### src/rtl/sram_bank_ctrl.sv
// rtl/sram_bank_ctrl.sv - request front-end for a banked single-port SRAM with read response FIFO
// Drives the bank pins combinationally on fire and queues read data so a stalled consumer loses nothing.

module sram_bank_ctrl_rsp_fifo #(
  parameter int WIDTH = 17,
  parameter int DEPTH = 2
) (
  input  logic                       CLK,
  input  logic                       RST,
  input  logic                       in_tvalid,
  input  logic [WIDTH-1:0]           in_tdata,
  output logic                       out_tvalid,
  input  logic                       out_tready,
  output logic [WIDTH-1:0]           out_tdata,
  output logic [$clog2(DEPTH):0]     count
);
  localparam int PW = $clog2(DEPTH);

  logic [WIDTH-1:0] mem [DEPTH];
  logic [PW-1:0]    wr_ptr;
  logic [PW-1:0]    rd_ptr;
  logic             pop;

  assign out_tvalid = (count != '0);
  assign pop        = out_tvalid & out_tready;
  // Head is masked when empty so the outputs read zero after reset without clearing storage.
  assign out_tdata  = out_tvalid ? mem[rd_ptr] : '0;

  always_ff @(posedge CLK or posedge RST) begin
    if (RST) begin
      wr_ptr <= '0;
      rd_ptr <= '0;
      count  <= '0;
    end else begin
      if (in_tvalid) wr_ptr <= wr_ptr + 1'b1;
      if (pop)       rd_ptr <= rd_ptr + 1'b1;
      case ({in_tvalid, pop})
        2'b10:   count <= count + 1'b1;
        2'b01:   count <= count - 1'b1;
        default: count <= count;
      endcase
    end
  end

  always_ff @(posedge CLK) begin
    if (in_tvalid) mem[wr_ptr] <= in_tdata;
  end
endmodule

module sram_bank_ctrl #(
  parameter int ADDR_WIDTH      = 13,
  parameter int BANK_ADDR_WIDTH = 10,
  parameter int NUM_BANKS       = 6,
  parameter int DATA_WIDTH      = 16,
  parameter int RSP_DEPTH       = 2
) (
  input  logic                          CLK,
  input  logic                          RST,
  input  logic                          req_valid,
  output logic                          req_ready,
  input  logic                          req_write,
  input  logic [ADDR_WIDTH-1:0]         req_addr,
  input  logic [DATA_WIDTH-1:0]         req_wdata,
  output logic                          rsp_valid,
  input  logic                          rsp_ready,
  output logic [DATA_WIDTH-1:0]         rsp_rdata,
  output logic                          rsp_err,
  output logic [$clog2(RSP_DEPTH):0]    rsp_count,
  output logic [ADDR_WIDTH-1:0]         A,
  output logic                          CEB,
  output logic                          WEB,
  output logic [DATA_WIDTH-1:0]         D,
  input  logic [DATA_WIDTH-1:0]         Q
);
  localparam int SW = ADDR_WIDTH - BANK_ADDR_WIDTH;
  localparam int CW = $clog2(RSP_DEPTH) + 1;

  logic [SW:0]           bank_sel;
  logic                  oor;
  logic [CW:0]           credit_used;
  logic                  rd_room;
  logic                  fire;
  logic                  rd_fire;
  logic                  rd_inflight;
  logic                  rd_oor;
  logic [DATA_WIDTH:0]   push_tdata;

  assign bank_sel = {1'b0, req_addr[ADDR_WIDTH-1:BANK_ADDR_WIDTH]};
  assign oor      = (bank_sel >= (SW+1)'(NUM_BANKS));

  // A read still in the bank pipeline already owns a FIFO slot; a same-cycle pop does not free one.
  assign credit_used = {1'b0, rsp_count} + (CW+1)'(rd_inflight);
  assign rd_room     = (credit_used < (CW+1)'(RSP_DEPTH));
  assign req_ready   = ~RST & (req_write | rd_room);

  assign fire    = req_valid & req_ready;
  assign rd_fire = fire & ~req_write;

  assign CEB = ~(fire & ~oor);
  assign WEB = ~req_write;
  assign A   = req_addr;
  assign D   = req_wdata;

  always_ff @(posedge CLK or posedge RST) begin
    if (RST) begin
      rd_inflight <= 1'b0;
      rd_oor      <= 1'b0;
    end else begin
      rd_inflight <= rd_fire;
      if (rd_fire) rd_oor <= oor;
    end
  end

  assign push_tdata = {rd_oor, rd_oor ? {DATA_WIDTH{1'b0}} : Q};

  sram_bank_ctrl_rsp_fifo #(
    .WIDTH (DATA_WIDTH + 1),
    .DEPTH (RSP_DEPTH)
  ) u_rsp_fifo (
    .CLK        (CLK),
    .RST        (RST),
    .in_tvalid  (rd_inflight),
    .in_tdata   (push_tdata),
    .out_tvalid (rsp_valid),
    .out_tready (rsp_ready),
    .out_tdata  ({rsp_err, rsp_rdata}),
    .count      (rsp_count)
  );
endmodule

### config.mk
export PLATFORM = sky130hd
export DESIGN_NAME = sram_bank_ctrl
export DESIGN_NICKNAME = d
export VERILOG_FILES = /design/src/rtl/sram_bank_ctrl.sv
export SDC_FILE = /design/constraint.sdc
export NUM_CORES = 1
export LEC_CHECK = 0
export CAP_MARGIN = 20
export CORE_ASPECT_RATIO = 1.25
export CORE_MARGIN = 5
export CORE_UTILIZATION = 39
export CTS_CLUSTER_DIAMETER = 40
export DETAILED_ROUTE_END_ITERATION = 6
export PLACE_DENSITY = 0.87
export SYNTH_ARGS = -nofsm -noshare
export SYNTH_HDL_FRONTEND = slang
export SYNTH_SLANG_ARGS = --single-unit
### constraint.sdc
create_clock -name CLK -period 1.87 [get_ports CLK]
set_input_delay 0.187 -clock CLK [delete_from_list [all_inputs] [get_ports CLK]]
set_output_delay 0.187 -clock CLK [all_outputs]
set_load 0.05 [all_outputs]
==> flow_summary_export.csv <==
group,metric,value,unit
placed_design,pre_cts_ws,0.352,ns
floorplanning,rows,28,
synth,ys_ff_latch,40,
clock_tree,post_cts_buffers,0,
synth,synth_xor_area_share,2.30,%
floorplanning,die_w,72.5,um
timing,tightestPinTransition,0.647,ns
synth,syn_inst,144,
global_routing,grt_pass1_vias,1162,
timing,rsz0062_at_grt,"false",
placed_design,routabilityCongestion,0.671,
worst_setup_path,slowest_stage,"clkdlybuf4s50_1",
worst_setup_path,cp_num_buf_inv,1,
worst_setup_path,worstPathArrival,1.57,ns
pwr,p_per_area,1690,mW/mm2
worst_setup_path,cp_max_fo,4,
cells_and_area,final_common_cell,"edfxtp_1",
synth,yosysTopAreaCell,"edfxtp_1",
cells_and_area,multi_input_area,479,um2
worst_setup_path,cp_top_family,"buffers and inverters",
cells_and_area,stdcell_area,0.00254,mm2
cells_and_area,most-common-layout-cells,"34 x edfxtp_1, 23 x clkdlybuf4s50_1, 19 x buf_12",
synth,syn_nets,195,
timing,worst_slack,0.113,ns
route,wire_per_inst,15.0,um
clock_tree,cts.sinks,40,
timing,hold_viol_final,0,
route,dr.pass1.iters,3,
route,vias,1061,
synth,synth_area,0.00191,mm2
timing,skew,0.00365,ns
floorplanning,io_pins,102,
timing,slew_violations,0,
worst_setup_path,reg2regPathDepth,5,
clock_tree,htreeDepth,2,
placed_design,place_area,0.00244,mm2
clock_tree,cts_made_buffers,5,
timing,period_needed,1.76,ns
pwr,p_leak,1.00,nW
synth,synth_top_family_by_area,"buffers and inverters",
worst_setup_path,path_class,"flip-flop to output port",
worst_setup_path,max_stage_delay,0.84,ns
worst_setup_path,worst-path-stages,1,
timing,fmax,0.569,GHz
global_routing,grt_pass1_wl,5480,um
synth,synthMuxAreaShare,9.72,%
timing,setup_viol,0,
cells_and_area,antenna_cells,0,
clock_tree,cts-root-buf,"clkbuf_8",
synth,synth.distinct_cells,20,
synth,synthTopCellsByArea,"edfxtp_1 54%, buf_4 13%, mux2i_1 8.9%",
cells_and_area,drive_gt1_share,25.6,%
floorplanning,die_y,88.2,um
synth,synth_top_area_share,53.6,%
timing,fin_crit_sh,94.0,%
worst_setup_path,cp-end-kind,"output port",
route,drc_errors,0,
cells_and_area,fillers,399,
global_routing,grt_remaining_overflow,0,
timing,tns,0,ns
synth,synth_simple_gate_area_share,11.4,%
placed_design,port_buffers,47,
global_routing,antenna_found_initial,0,
status,outcome,"completed",
floorplanning,start_util,40.3,%
route,wl,3490,um
clock_tree,clock_latency,0.29,ns
global_routing,grt_start_max_net_pins,20,
synth,synth.avg_cell_area,13.2,um2
clock_tree,cts_tree,"yes",
min_path,min_path_type,"primary input to async pin",
pwr,power,4.28,mW
synth,synth_compound_area_share,0.854,%
cells_and_area,seq_area,0.00117,mm2
worst_setup_path,crit_path_start_kind,"flip-flop",
synth,ys_seq_area_share,61.5,%
clock_tree,cts_max_path_buffers,2,
cells_and_area,syn_to_final_growth,33.1,%
synth,yosysWarnings,0,
clock_tree,clk_pin_slew_worst_paths,0.07,ns
route,drt_iter0_markers,17,
global_routing,grt_use_total,11.6,%
floorplanning,coreArea,0.00473,mm2
synth,synthAdderAreaFrac,0.657,%
cells_and_area,nNetsFinal,222,
timing,slew_headroom,56.9,%
floorplanning,die_area,0.00639,mm2
route,ant_nets,0,
placed_design,dp_hpwl,2630,um
route,via_per_inst,4.57,
flow_run,cap_violations,0,
worst_setup_path,critPathRequiredTime,1.68,ns
pwr,vdd_drop_max,0.889,mV
worst_setup_path,crit_chain,"clkdlybuf4s50_1",
==> layout make-up <==
type	instances	area share [%]
flip-flops and latches	40	46.2
repair buffers	53	27.5
multi-input cells	67	18.9
well taps	60	2.96
inverters	4	0.592
clock buffers	6	3.26
clock inverters	2	0.592
==> sequential cells by signal (all words and copies together) (netlist names) <==
register and count:
u_rsp_fifo.mem 34, u_rsp_fifo.count 2, rd_inflight 1, rd_oor 1
u_rsp_fifo.rd_ptr 1, u_rsp_fifo.wr_ptr 1
==> per-stage QoR <==
step                      hold slack (ns)  util [%]  cells
final                               0.217      53.6    232
after global routing                0.218      53.6    232
after CTS                           0.204      53.6    232
after detailed placement            0.374      51.5    224
after global placement              0.374      51.5    224
after floorplan                  -0.00505         -    144
==> power breakdown <==
group / internal [mW] / total (mW) / switching, mW
Sequential: 1.13 / 1.27 / 0.135
Clock: 0.298 / 0.580 / 0.282
Combinational: 1.07 / 2.43 / 1.36
==> cells in the mapped netlist <==
cell type / number
mux2i_1: 17
mux2_4: 1
nor2_1: 19
nor2_2: 1
nor2b_1: 16
dfrtp_1: 6
and2_0: 1
ha_1: 1
o21a_1: 1
xnor2_1: 2
xor2_1: 3
inv_1: 4
edfxtp_1: 34
nand3b_1: 1
clkbuf_1: 1
buf_4: 32
and2_1: 1
nor2b_2: 1
a21oi_2: 1
and4_4: 1
==> kinds of logic (layout without fill, tap and decap cells) <==
kind of cell / Yosys count / count (layout)
adders and majority gates: 1 / 1
xor gates and xnor gates: 5 / 5
buffers and inverters: 37 / 65
muxes: 18 / 18
AOI/OAI and AO/OA: 2 / 2
and+or+nand+nor: 41 / 41
DFF: 40 / 40
==> layer usage <==
| layer | wire length, um | part of all wire, % | GRT usage, % | up-vias |
|---|---|---|---|---|
| met2 | 1960 | 56 | 21.0 | 39 |
| met3 | 302 | 8.7 | 4.59 | 23 |
| li1 | - | - | - | 509 |
| met1 | 1100 | 32 | 10.3 | 490 |
| met5 | 0 | 0 | 0 | - |
| met4 | 123 | 3.5 | 8.05 | 0 |
==> path summary, 6_finish.rpt <==
kind,startpoint,endpoint,slack [ns]
worst max-delay path,u_rsp_fifo.count[1],rsp_count[1],0.11
worst min-delay path,RST,rd_inflight,0.22
worst max register to register,u_rsp_fifo.count[0],u_rsp_fifo.count[1],0.47
worst min register to register,u_rsp_fifo.rd_ptr,u_rsp_fifo.rd_ptr,0.48
max in group asynchronous,RST,u_rsp_fifo.count[0],1.54
min in group CLK,req_addr[1],A[1],0.37
==> repair_timing <==
action	4_1_cts	5_1_grt
setup endpoints to repair	0	1
hold buffers	0	0
gates resized for setup	0	1
(Power assumes the default switching activity.)
